**config.mk**
```make
export PLATFORM = sky130hd
export DESIGN_NAME = brush_stamp_writer_flat
export DESIGN_NICKNAME = d
export VERILOG_FILES = /design/src/rtl/brush_stamp_writer_if.sv /design/src/rtl/brush_stamp_writer.sv /design/src/flat_wrapper.sv
export SDC_FILE = /design/constraint.sdc
export NUM_CORES = 1
export LEC_CHECK = 0
export BUFFER_PORTS_ARGS = -buffer_cell sky130_fd_sc_hd__buf_2
export CORE_ASPECT_RATIO = 1.75
export CORE_MARGIN = 1
export CORE_UTILIZATION = 39
export CTS_CLUSTER_DIAMETER = 60
export DETAILED_ROUTE_END_ITERATION = 10
export HOLD_SLACK_MARGIN = 0.08
export PLACE_DENSITY = 0.6
export SYNTH_ARGS = -nofsm -noshare
export SYNTH_HDL_FRONTEND = slang
export SYNTH_SLANG_ARGS = --single-unit
```
**constraint.sdc**
```tcl
create_clock -name iCLK -period 11.8 [get_ports iCLK]
set_clock_uncertainty 0.05 [all_clocks]
set_input_delay 0.59 -clock iCLK [delete_from_list [all_inputs] [get_ports iCLK]]
set_output_delay 0.59 -clock iCLK [all_outputs]
set_load 0.02 [all_outputs]
```
**src/rtl/brush_stamp_writer_if.sv**
```systemverilog
// Request/status and frame-buffer index write signals of the brush stamp writer.
// The master side is the stamp writer; the slave side is the paint control and the frame buffer.
interface brush_stamp_writer_if #(
  parameter int ADDR_W = 32,
  parameter int DATA_W = 32
) ();
  logic              iStart;
  logic [9:0]        iX;
  logic [9:0]        iY;
  logic [3:0]        iRadius;
  logic [7:0]        iColor;
  logic              oBusy;
  logic              oDone;
  logic              oWr_en;
  logic [ADDR_W-1:0] oWr_addr;
  logic [DATA_W-1:0] oWr_data;

  modport master (
    input  iStart, iX, iY, iRadius, iColor,
    output oBusy, oDone, oWr_en, oWr_addr, oWr_data
  );

  modport slave (
    output iStart, iX, iY, iRadius, iColor,
    input  oBusy, oDone, oWr_en, oWr_addr, oWr_data
  );
endinterface

```
**src/rtl/brush_stamp_writer.sv**
```systemverilog
// Paints a clipped square brush into the 640x480 colour-index frame buffer,
// one registered pixel write per clock in raster order.
module brush_stamp_writer #(
  parameter int H_RES  = 640,
  parameter int V_RES  = 480,
  parameter int ADDR_W = 32,
  parameter int DATA_W = 32,
  parameter int MAX_R  = 15
) (
  input  logic                 iCLK,
  input  logic                 iRST_n,
  brush_stamp_writer_if.master bus
);

  typedef enum logic [1:0] {IDLE, SETUP, DRAW, DONE} state_t;

  localparam logic [3:0]        MAX_R_V = 4'(MAX_R);
  localparam logic [10:0]       H_LIM   = 11'(H_RES);
  localparam logic [10:0]       V_LIM   = 11'(V_RES);
  localparam logic [10:0]       H_MAX   = 11'(H_RES - 1);
  localparam logic [10:0]       V_MAX   = 11'(V_RES - 1);
  localparam logic [ADDR_W-1:0] STRIDE  = ADDR_W'(H_RES);

  state_t            state;
  logic [9:0]        x_q, y_q;
  logic [3:0]        r_q;
  logic [7:0]        color_q;
  logic [9:0]        x0_q, x1_q, y1_q;
  logic [9:0]        col_q, row_q;
  logic [ADDR_W-1:0] base_q;

  logic              busy_q, done_q, wr_en_q;
  logic [ADDR_W-1:0] addr_q;
  logic [DATA_W-1:0] data_q;

  logic              reject;
  logic [10:0]       xr_sum, yr_sum;
  logic [9:0]        x0_c, x1_c, y0_c, y1_c;
  logic [ADDR_W-1:0] base_c;

  // Clipped bounds from the latched cursor; guarded subtraction keeps x0/y0 from wrapping.
  always_comb begin
    reject = ({1'b0, x_q} >= H_LIM) || ({1'b0, y_q} >= V_LIM);
    x0_c   = (x_q >= {6'd0, r_q}) ? (x_q - {6'd0, r_q}) : '0;
    y0_c   = (y_q >= {6'd0, r_q}) ? (y_q - {6'd0, r_q}) : '0;
    xr_sum = {1'b0, x_q} + {7'd0, r_q};
    yr_sum = {1'b0, y_q} + {7'd0, r_q};
    x1_c   = (xr_sum > H_MAX) ? H_MAX[9:0] : xr_sum[9:0];
    y1_c   = (yr_sum > V_MAX) ? V_MAX[9:0] : yr_sum[9:0];
    // Row base as a sum of shifted copies of y0, one per set bit of the stride.
    base_c = '0;
    for (int unsigned i = 0; i < 16; i++) begin
      if (STRIDE[i]) base_c = base_c + (ADDR_W'(y0_c) << i);
    end
  end

  always_ff @(posedge iCLK or negedge iRST_n) begin
    if (!iRST_n) begin
      state   <= IDLE;
      x_q     <= '0;
      y_q     <= '0;
      r_q     <= '0;
      color_q <= '0;
      x0_q    <= '0;
      x1_q    <= '0;
      y1_q    <= '0;
      col_q   <= '0;
      row_q   <= '0;
      base_q  <= '0;
      busy_q  <= 1'b0;
      done_q  <= 1'b0;
      wr_en_q <= 1'b0;
      addr_q  <= '0;
      data_q  <= '0;
    end else begin
      case (state)
        IDLE: begin
          if (bus.iStart) begin
            x_q     <= bus.iX;
            y_q     <= bus.iY;
            color_q <= bus.iColor;
            r_q     <= (bus.iRadius > MAX_R_V) ? MAX_R_V : bus.iRadius;
            busy_q  <= 1'b1;
            state   <= SETUP;
          end
        end
        SETUP: begin
          if (reject) begin
            done_q <= 1'b1;
            state  <= DONE;
          end else begin
            x0_q    <= x0_c;
            x1_q    <= x1_c;
            y1_q    <= y1_c;
            col_q   <= x0_c;
            row_q   <= y0_c;
            base_q  <= base_c;
            wr_en_q <= 1'b1;
            addr_q  <= base_c + ADDR_W'(x0_c);
            data_q  <= DATA_W'(color_q);
            state   <= DRAW;
          end
        end
        DRAW: begin
          // The registered outputs already show the current pixel; this edge loads the next one.
          if (col_q == x1_q) begin
            if (row_q == y1_q) begin
              wr_en_q <= 1'b0;
              done_q  <= 1'b1;
              state   <= DONE;
            end else begin
              col_q  <= x0_q;
              row_q  <= row_q + 10'd1;
              base_q <= base_q + STRIDE;
              addr_q <= base_q + STRIDE + ADDR_W'(x0_q);
            end
          end else begin
            col_q  <= col_q + 10'd1;
            addr_q <= addr_q + ADDR_W'(1);
          end
        end
        DONE: begin
          done_q <= 1'b0;
          busy_q <= 1'b0;
          state  <= IDLE;
        end
        default: state <= IDLE;
      endcase
    end
  end

  assign bus.oBusy    = busy_q;
  assign bus.oDone    = done_q;
  assign bus.oWr_en   = wr_en_q;
  assign bus.oWr_addr = addr_q;
  assign bus.oWr_data = data_q;

endmodule

```
**src/flat_wrapper.sv**
```systemverilog
// flat-port wrapper written by rule: the top's interface ports become plain ports
module brush_stamp_writer_flat 
#(
  parameter int H_RES  = 640,
  parameter int V_RES  = 480,
  parameter int ADDR_W = 32,
  parameter int DATA_W = 32,
  parameter int MAX_R  = 15
)
  (iCLK, iRST_n, bus_iStart, bus_iX, bus_iY, bus_iRadius, bus_iColor, bus_oBusy, bus_oDone, bus_oWr_en, bus_oWr_addr, bus_oWr_data);
  brush_stamp_writer_if #(.ADDR_W(ADDR_W), .DATA_W(DATA_W)) bus_i ();
  input  logic iCLK;
  input  logic iRST_n;
  input wire logic [$bits(bus_i.iStart)-1:0] bus_iStart;
  input wire logic [$bits(bus_i.iX)-1:0] bus_iX;
  input wire logic [$bits(bus_i.iY)-1:0] bus_iY;
  input wire logic [$bits(bus_i.iRadius)-1:0] bus_iRadius;
  input wire logic [$bits(bus_i.iColor)-1:0] bus_iColor;
  output wire logic [$bits(bus_i.oBusy)-1:0] bus_oBusy;
  output wire logic [$bits(bus_i.oDone)-1:0] bus_oDone;
  output wire logic [$bits(bus_i.oWr_en)-1:0] bus_oWr_en;
  output wire logic [$bits(bus_i.oWr_addr)-1:0] bus_oWr_addr;
  output wire logic [$bits(bus_i.oWr_data)-1:0] bus_oWr_data;
  assign bus_i.iStart = bus_iStart;
  assign bus_i.iX = bus_iX;
  assign bus_i.iY = bus_iY;
  assign bus_i.iRadius = bus_iRadius;
  assign bus_i.iColor = bus_iColor;
  assign bus_oBusy = bus_i.oBusy;
  assign bus_oDone = bus_i.oDone;
  assign bus_oWr_en = bus_i.oWr_en;
  assign bus_oWr_addr = bus_i.oWr_addr;
  assign bus_oWr_data = bus_i.oWr_data;
  brush_stamp_writer #(.H_RES(H_RES), .V_RES(V_RES), .ADDR_W(ADDR_W), .DATA_W(DATA_W), .MAX_R(MAX_R)) u_core (.iCLK(iCLK), .iRST_n(iRST_n), .bus(bus_i));
endmodule
```
# After elaboration in Yosys (flattened, before gate mapping)
# Index checks and enable logic that the tools add are counted.
[totals] reg_bits=159 inputBits=35 out_inout_bits=67 word_cells=96
[classes] add_sub_neg=11 magnitude_cmp=7 n_eq_ne=12 mux=36 bitwise_logic=1 n_reduce_logical=13
[ops] op="32-bit 2-to-1 mux" count=6
[ops] op="32-bit case mux with 2 select lines" count=2
[ops] op="10-bit 2-to-1 mux" count=10
[ops] op="32-bit by 10-bit adder with 32-bit output" count=2
[ops] op="10-bit case mux with 2 select lines" count=2
[ops] op="32-bit by 1-bit adder with 32-bit output, second input constant" count=1
[ops] op="32-bit by 10-bit adder with 32-bit output, second input constant" count=1
[ops] op="10-bit by 4-bit adder with 11-bit output" count=2
[ops] op="10-bit by 1-bit adder with 10-bit output, second input constant" count=2
[ops] op="17-bit by 19-bit adder with 20-bit output" count=1
[ops] op="10-bit == test" count=2
[ops] op="10-bit by 4-bit greater-or-equal comparator with 1-bit output" count=2
[ops] op="10-bit by 4-bit subtractor with 10-bit output" count=2
[ops] op="4-bit AND reduction" count=3
[ops] op="11-bit by 10-bit > comparator with 1-bit output, second input constant" count=1
[ops] op="11-bit by 9-bit > comparator with 1-bit output, second input constant" count=1
[ops] op="10-bit greater-or-equal comparator, second input constant" count=1
[ops] op="10-bit by 9-bit greater-or-equal comparator with 1-bit output, second input constant" count=1
[ops] op="1-bit 2-to-1 mux" count=8
[ops] op="2-bit case mux with 4 select lines" count=1
[ops] op="2-bit 2-to-1 mux" count=3
[ops] op="2-bit by 1-bit inequality test with 1-bit output, second input constant" count=3
[ops] op="2-bit inequality test, second input constant" count=3
[ops] op="2-bit AND reduction" count=3
[ops] op="13 further kinds" count=17

# Longest topological paths before layout
# Gate-level depths: netlist of the first run.
[logic_depth] depth_word=6 ltp_mapped=19 ltp_nobuf=18

# Least setup slack after synthesis of the first run
# No wires, ideal clock.
[synth_timing] kind="flip-flop to flip-flop" from="register u_core.r_q[1]" to="register u_core.addr_q[18], in the netlist u_core.bus.oWr_addr[18]" arrival_ns=4.065 required_ns=11.624 slack_ns=7.559 path_stages_with_launch=18 cell_sequence="dfrtp_1 inv_1 fa_1 a221oi_2 nand2_1 nor2b_1 buf_2 nor2_1 ha_1 fa_1 a21o_1 a21oi_2 nor3_1 a2111oi_2 xor2_2 nand3_1 xor2_1 a221o_1"
[synth_via] elab_chain_len=6 elab_cells_between_ends=10
[synth_lines] item="from (decl)" line_no="brush_stamp_writer.sv:26" rtl="logic [3:0] r_q;"
[synth_lines] item="from (signal assigned)" line_no="brush_stamp_writer.sv:82" rtl="r_q <= (bus.iRadius > MAX_R_V) ? MAX_R_V : bus.iRadius;"
[synth_lines] item="10-bit by 4-bit subtractor with 10-bit output / 10-bit by 4-bit greater-or-equal comparator with 1-bit output (equally long branches)" line_no="brush_stamp_writer.sv:45" rtl="y0_c = (y_q >= {6'd0, r_q}) ? (y_q - {6'd0, r_q}) : '0;"
[synth_lines] item="10-bit 2-to-1 mux" line_no="brush_stamp_writer.sv:45"
[synth_lines] item="17-bit by 19-bit adder with 20-bit output" line_no="brush_stamp_writer.sv:53" rtl="if (STRIDE[i]) base_c = base_c + (ADDR_W'(y0_c) << i);"
[synth_lines] item="32-bit by 10-bit adder with 32-bit output *" line_no="brush_stamp_writer.sv:99" rtl="addr_q <= base_c + ADDR_W'(x0_c);"
[synth_lines] item="32-bit 2-to-1 mux *" line_no="brush_stamp_writer.sv:88" rtl="if (reject) begin"
[synth_lines] item="32-bit case mux with 2 select lines *" line_no="brush_stamp_writer.sv:76" rtl="case (state)"
[synth_lines] item="to (signal assigned)" line_no="brush_stamp_writer.sv:99"
[synth_lines] item="to (signal assigned)" line_no="brush_stamp_writer.sv:115" rtl="addr_q <= base_q + STRIDE + ADDR_W'(x0_q);"
[synth_lines] item="to (signal assigned)" line_no="brush_stamp_writer.sv:119" rtl="addr_q <= addr_q + ADDR_W'(1);"
[synth_lines] item="to (decl)" line_no="brush_stamp_writer.sv:33" rtl="logic [ADDR_W-1:0] addr_q;"
# Mark *: on every way between the ends. The rest lies on a longest branch, timed or not. The select of a mux whose other input is x is not followed.
# A chain may end at the register's enable or synchronous reset.

# Final worst setup path of the first run
# Same ends and word-level chain as after synthesis.

==> results of run 1 <==
[worst register-to-register path: cells and delay by family (launching register included)]
| family | cells | cell delay [ns] |
|---|---|---|
| fa+ha+maj | 3 | 1.20 |
| compound gates | 5 | 1.55 |
| flops | 1 | 0.45 |
| xor+xnor | 2 | 0.42 |
| simple gates | 5 | 0.91 |
| buf+inv | 1 | 0.18 |
[state kept, by name, indices dropped and copies added, names as in the netlist]
name                 count
u_core.base_q           25
u_core.bus.oBusy         1
u_core.bus.oDone         1
u_core.bus.oWr_addr     32
u_core.bus.oWr_data      8
u_core.bus.oWr_en        1
u_core.col_q            10
u_core.color_q           8
u_core.r_q               4
u_core.row_q            10
u_core.state             2
u_core.x0_q             10
u_core.x1_q             10
u_core.x_q              10
u_core.y1_q             10
u_core.y_q              10
[area by class of cell]
class	instances	area, sq um	area share
Clock buffer	18	439	0.0375
Clock inverter	14	141	0.0121
Inverter	37	139	0.0119
Multi-Input combinational cell	957	6300	0.538
Sequential cell	152	3800	0.325
Tap cell	324	405	0.0346
Timing Repair Buffer	88	474	0.0405
[layout by cell type (no fill, tap or decap), types with 16 or more instances in the layout]
cell type / n
nor2_1: 115
nor4_1: 16
xor2_1: 61
o21ai_0: 90
nand4_1: 16
dfrtp_1: 152
buf_2: 76
nand2_1: 143
nor3_1: 25
nand3_1: 32
clkbuf_16: 17
xnor2_1: 43
conb_1: 24
ha_1: 37
mux2_2: 33
inv_1: 37
and3_1: 28
a21oi_1: 54
[metal layers]
metal / up-vias / track usage / wire length, um / part of all wire
li1: 4369 / - / - / -
met1: 4478 / 0.250 / 12000 / 0.39
met2: 244 / 0.431 / 16600 / 0.53
met3: 63 / 0.0334 / 1080 / 0.035
met4: 0 / 0.121 / 1340 / 0.043
met5: - / 0 / 0 / 0
[per-stage QoR]
stage	cells	hold slack, ns
5_1_grt	1590	0.288
3_3_place_gp	1558	0.392
4_1_cts	1590	0.252
2_1_floorplan	1234	0.244
3_5_place_dp	1558	0.398
6_report	1590	0.192
[cell families after synthesis]
kind of cell	after synthesis
AOI/OAI and AO/OA	305
xor gates and xnor gates	105
adders and majority gates	44
buffers and inverters	125
DFF	152
muxes	40
other	1
and+or+nand+nor	439
[how the worst min path moves through the flow]
stage,slack (ns),from,endpoint,cells after the start
after floorplan,0.24,iRST_n,u_core.base_q[10],0
after global placement,0.39,u_core.color_q[6],u_core.bus.oWr_data[6],2
after detailed placement,0.40,u_core.color_q[4],u_core.bus.oWr_data[4],2
after CTS,0.25,iRST_n,u_core.y_q[6],1
after global routing,0.29,iRST_n,u_core.y_q[4],1
final,0.19,iRST_n,u_core.y_q[6],1
==> results.toml, run 1 <==
[sta]
fin_crit_sh = 0.414
setup_slack_ns = 6.92
finalSetupViolations = 0
fmax_ghz = 0.205
fin_tns_setup_ns = 0
hold_violations = 0
tightest_slew_ns = 0.942
relSlewSlack = 0.372
rsz0062_at_grt = "false"
final_max_slew_viol_count = 0
min_period_ns = 4.88

[placed_design]
gp_congestion = 0.918
port_buffers = 77
pre_cts_ws_ns = 6.99
placed_area_sq_um = 11100
dpl.hpwl_um = 23000

[cts]
cts_tree = "done"
clockBufferDepth = 2
hold_buffers = 0
postCtsResizedCells = 0
post_cts_buffers = 0
numCtsBuffers = 17
clk_pin_slew_ns = 0.07
clock_latency_ns = 0.43
cts.sinks = 152
cts.htree.levels = 4
cts-root-buf = "clkbuf_16"

[yosys]
yosys_most_used_dff = "dfrtp_1"
syn_inst = 1211
synth_area_per_cell_sq_um = 8.78
synth_edf_count = 0
yosys_warnings = 0
synth_mux_area_frac = 0.0419
synth_seq_cells = 152
yosys.area_share.simple = 0.205
synth_top_area_frac = 0.358
synth_async_sr_flop_share = 1.00
synth_fa_ha_area_frac = 0.0560
yosys.area.top_type = "dfrtp_1"
synth_most_common_cell = "dfrtp_1"
netlist_area_sq_um = 10600
post_synth_xor_area_fraction = 0.0872
synth_top_family_by_area = "simple AND/OR/NAND/NOR gates"
synth.area.top_cells = "dfrtp_1, nand2_1, xor2_1, ha_1, o21ai_0"
synth.distinct_cells = 96
ys_top_cells_by_count = "dfrtp_1, nand2_1, nor2_1, o21ai_0, xor2_1"
synth_compound_area_frac = 0.193
seq_area_frac_synth = 0.358

[drt]
drc_errors = 0
vias = 9154
via_per_inst = 5.76
wl_um = 31000
ant_nets = 0
drtPass1Iterations = 5
drt-wirelength-per-cell_um = 19.5
drtIter0Drc = 564

[grt]
grt_max_degree = 98
grt_overflow = 0
antenna_found_initial = 0
grt_pass1_vias = 9140
grt_usage = 0.230
grt_pass1_wl_um = 49400

[final_layout]
synthToLayoutAreaGrowth_pct = 10.1
fill_cells = 2685
n_antenna_cell = 0
nNetsFinal = 1332
drive_gt1_frac = 0.150
fin_util = 0.439
fin_area_sq_um = 11700

[setup_path]
max_stage_delay_ns = 0.51
crit_path_start_kind = "flip-flop"
path_common_cell = "fa_1"
critical-path-top-delay-family = "compound AO/OA/AOI/OAI gates"
path_buf_inv = 1
end_kind = "flip-flop"
endpoint = "u_core.bus.oWr_addr[18]"
ff2ff_path_depth = 16
cp_max_fo = 8
rrSetupSlack_ns = 6.92
r2r-end = "u_core.bus.oWr_addr[18]"
crit_start = "u_core.r_q[1]"
cp_slowest_cell = "fa_1"
cp_cell_sequence = "inv_1, fa_1, a221oi_2, nand2_1, nor2b_1, nor2_1, ha_1, fa_1, a21o_1, a21oi_2, nor3_1, a2111oi_2, xor2_2, nand3_1, xor2_1, a221o_1"
worst-path-stages = 16
critical_path_class = "reg -> reg"
crit_arrival_ns = 5.15
reg2reg_from = "u_core.r_q[1]"
required_ns = 12.07

[die]
dieWidth_um = 127
die-area_sq_um = 27900
start_util = 0.398
die_h_um = 220
rows = 79
pin_count = 102
core_area_sq_um = 26700

[worst_hold_path]
hp-class = "in -> async"

[run_status]
outcome = "finished clean"

[job]
drv_cap = 0
Power of run 1 is not shown: default switching activity piles up to over one toggle a cycle in this logic, so the estimate is an artifact.
==> inputs of run 2 (changes only) <==
--- a/config.mk
+++ b/config.mk
@@ -12,7 +12,7 @@
 export CTS_CLUSTER_DIAMETER = 60
 export DETAILED_ROUTE_END_ITERATION = 10
 export HOLD_SLACK_MARGIN = 0.08
-export PLACE_DENSITY = 0.6
+export PLACE_DENSITY = 0.63
 export SYNTH_ARGS = -nofsm -noshare
 export SYNTH_HDL_FRONTEND = slang
 export SYNTH_SLANG_ARGS = --single-unit
==> constraint.sdc (replaced) <==
create_clock -name iCLK -period 4.2 [get_ports iCLK]
set_clock_uncertainty 0.05 [all_clocks]
set_input_delay 0.21 -clock iCLK [delete_from_list [all_inputs] [get_ports iCLK]]
set_output_delay 0.21 -clock iCLK [all_outputs]
set_load 0.02 [all_outputs]
==> run 2 against run 1 <==
The flow now finishes with violations (negative setup slack). Global-route usage is 0.18 points lower. Setup slack worse by 6.9 ns. Core utilization is 3.1 points higher.
==> results.toml, run 2 (synthesized netlist as in run 1, its figures left out) <==
[drt]
vias = 9604
drc_errors = 0
drtPass1Iterations = 5
via_per_inst = 5.76
drt-wirelength-per-cell_um = 18.8
drtIter0Drc = 488
wl_um = 31400
ant_nets = 0

[grt]
grt_overflow = 0
antenna_found_initial = 0
grt_max_degree = 84
grt_pass1_vias = 9239
grt_pass1_wl_um = 49000
grt_usage = 0.229

[setup_path]
r2r-end = "u_core.bus.oWr_addr[18]"
critical_path_class = "reg -> reg"
reg2reg_from = "u_core.y_q[0]"
crit_start = "u_core.y_q[0]"
end_kind = "flip-flop"
crit_arrival_ns = 4.48
cp_max_fo = 4
endpoint = "u_core.bus.oWr_addr[18]"
crit_path_start_kind = "flip-flop"
required_ns = 4.48
rrSetupSlack_ns = -0.004
ff2ff_path_depth = 19

[sta]
final_max_slew_viol_count = 0
fmax_ghz = 0.238
hold_violations = 0
tightest_slew_ns = 0.990
min_period_ns = 4.20
relSlewSlack = 0.340
rsz0062_at_grt = "true"
fin_crit_sh = 1.00
finalSetupViolations = 1
setup_slack_ns = -0.00430

[cts]
numCtsBuffers = 17
clk_pin_slew_ns = 0.06
cts.htree.levels = 4
cts_tree = "done"
cts.sinks = 152
clock_latency_ns = 0.45
clockBufferDepth = 2
cts-root-buf = "clkbuf_16"

[worst_hold_path]
hp-class = "in -> async"

[die]
rows = 79
dieWidth_um = 127
pin_count = 102
start_util = 0.398
core_area_sq_um = 26700
die_h_um = 220
die-area_sq_um = 27900

[placed_design]
gp_congestion = 0.891
port_buffers = 77
dpl.hpwl_um = 23300
pre_cts_ws_ns = -0.187

[run_status]
outcome = "complete, but fails checks"
violations = "negative setup slack"

[final_layout]
fill_cells = 2624
layout_common_cells = "dfrtp_1, nand2_1, nor2_1"
synthToLayoutAreaGrowth_pct = 18.0
drive_gt1_frac = 0.191
largest_reg_flops = 32
nNetsFinal = 1411
n_antenna_cell = 0
final_common_cell = "dfrtp_1"

[job]
drv_cap = 0
-- run 2: cell count changes in the layout (fill, tap and decap cells not counted), moves of 4 or more --
cell,previous run,this run
nor2_1,115,111
clkinv_4,6,1
dlygate4sd3_1,0,34
buf_4,11,53
o21ai_0,90,86
-- run 2: metrics by stage --
| stage | cell area, sq um | TNS, ns | hold slack (ns) | utilization | std cells |
|---|---|---|---|---|---|
| 2_1_floorplan | 10700 | 0 | -0.136 | - | 1234 |
| 3_3_place_gp | 11400 | -0.0796 | 0.290 | 0.427 | 1591 |
| 3_5_place_dp | 11400 | -0.399 | 0.295 | 0.427 | 1591 |
| 4_1_cts | 12300 | 0 | 0.408 | 0.462 | 1659 |
| 5_1_grt | 12500 | -0.725 | 0.432 | 0.470 | 1668 |
| 6_report | 12500 | -0.00430 | 0.354 | 0.470 | 1668 |
-- run 2: timing repair --
item,in CTS,in global routing
buffers inserted,3,9
setup endpoints to repair,3,6
pin swaps,4,22
hold buffers,34,0
resized for setup,6,30
hold endpoints to repair,115,0
-- run 2: cell type report --
class,count,area (sq um),area share
clock inverter,13,145,0.0116
sequential,152,3800,0.303
tap,324,405,0.0323
clock buffer,18,429,0.0342
timing repair buffer,167,1170,0.0935
multi-input combinational,957,6440,0.514
inverter,37,139,0.0111
-- run 2: worst min path at each step --
stage,from,cells past startpoint,end,slack [ns]
detailed placement,iRST_n,1,u_core.y_q[5],0.29
global route,iRST_n,2,u_core.bus.oDone,0.43
global placement,iRST_n,1,u_core.y_q[5],0.29
CTS,iRST_n,2,u_core.y_q[1],0.41
finish,iRST_n,2,u_core.y_q[8],0.35
floorplan,iRST_n,0,u_core.base_q[10],-0.14
-- run 2: metal layers --
metal,GRT usage,part of all wire,vias to the layer above
li1,-,-,4532
met1,0.242,0.37,4701
met2,0.421,0.53,292
met3,0.0324,0.037,79
met4,0.153,0.058,0
met5,0,0,-
-- run 2: worst max-delay path: stages (launching register included) --
cell and delay (ns):
dfrtp_1 0.38, inv_1 0.07, ha_2 0.18, inv_2 0.04, fa_2 0.39, a221oi_2 0.26
buf_4 0.15, buf_4 0.11, nand2_1 0.05, nand2_1 0.07, o21ai_0 0.22, ha_1 0.45
o21ai_1 0.15, a21oi_1 0.28, o41ai_4 0.15, xnor2_1 0.30, and3_4 0.25, nand3_1 0.08
xor2_1 0.16, a221o_1 0.29
Power of run 2 is left out for the same reason.
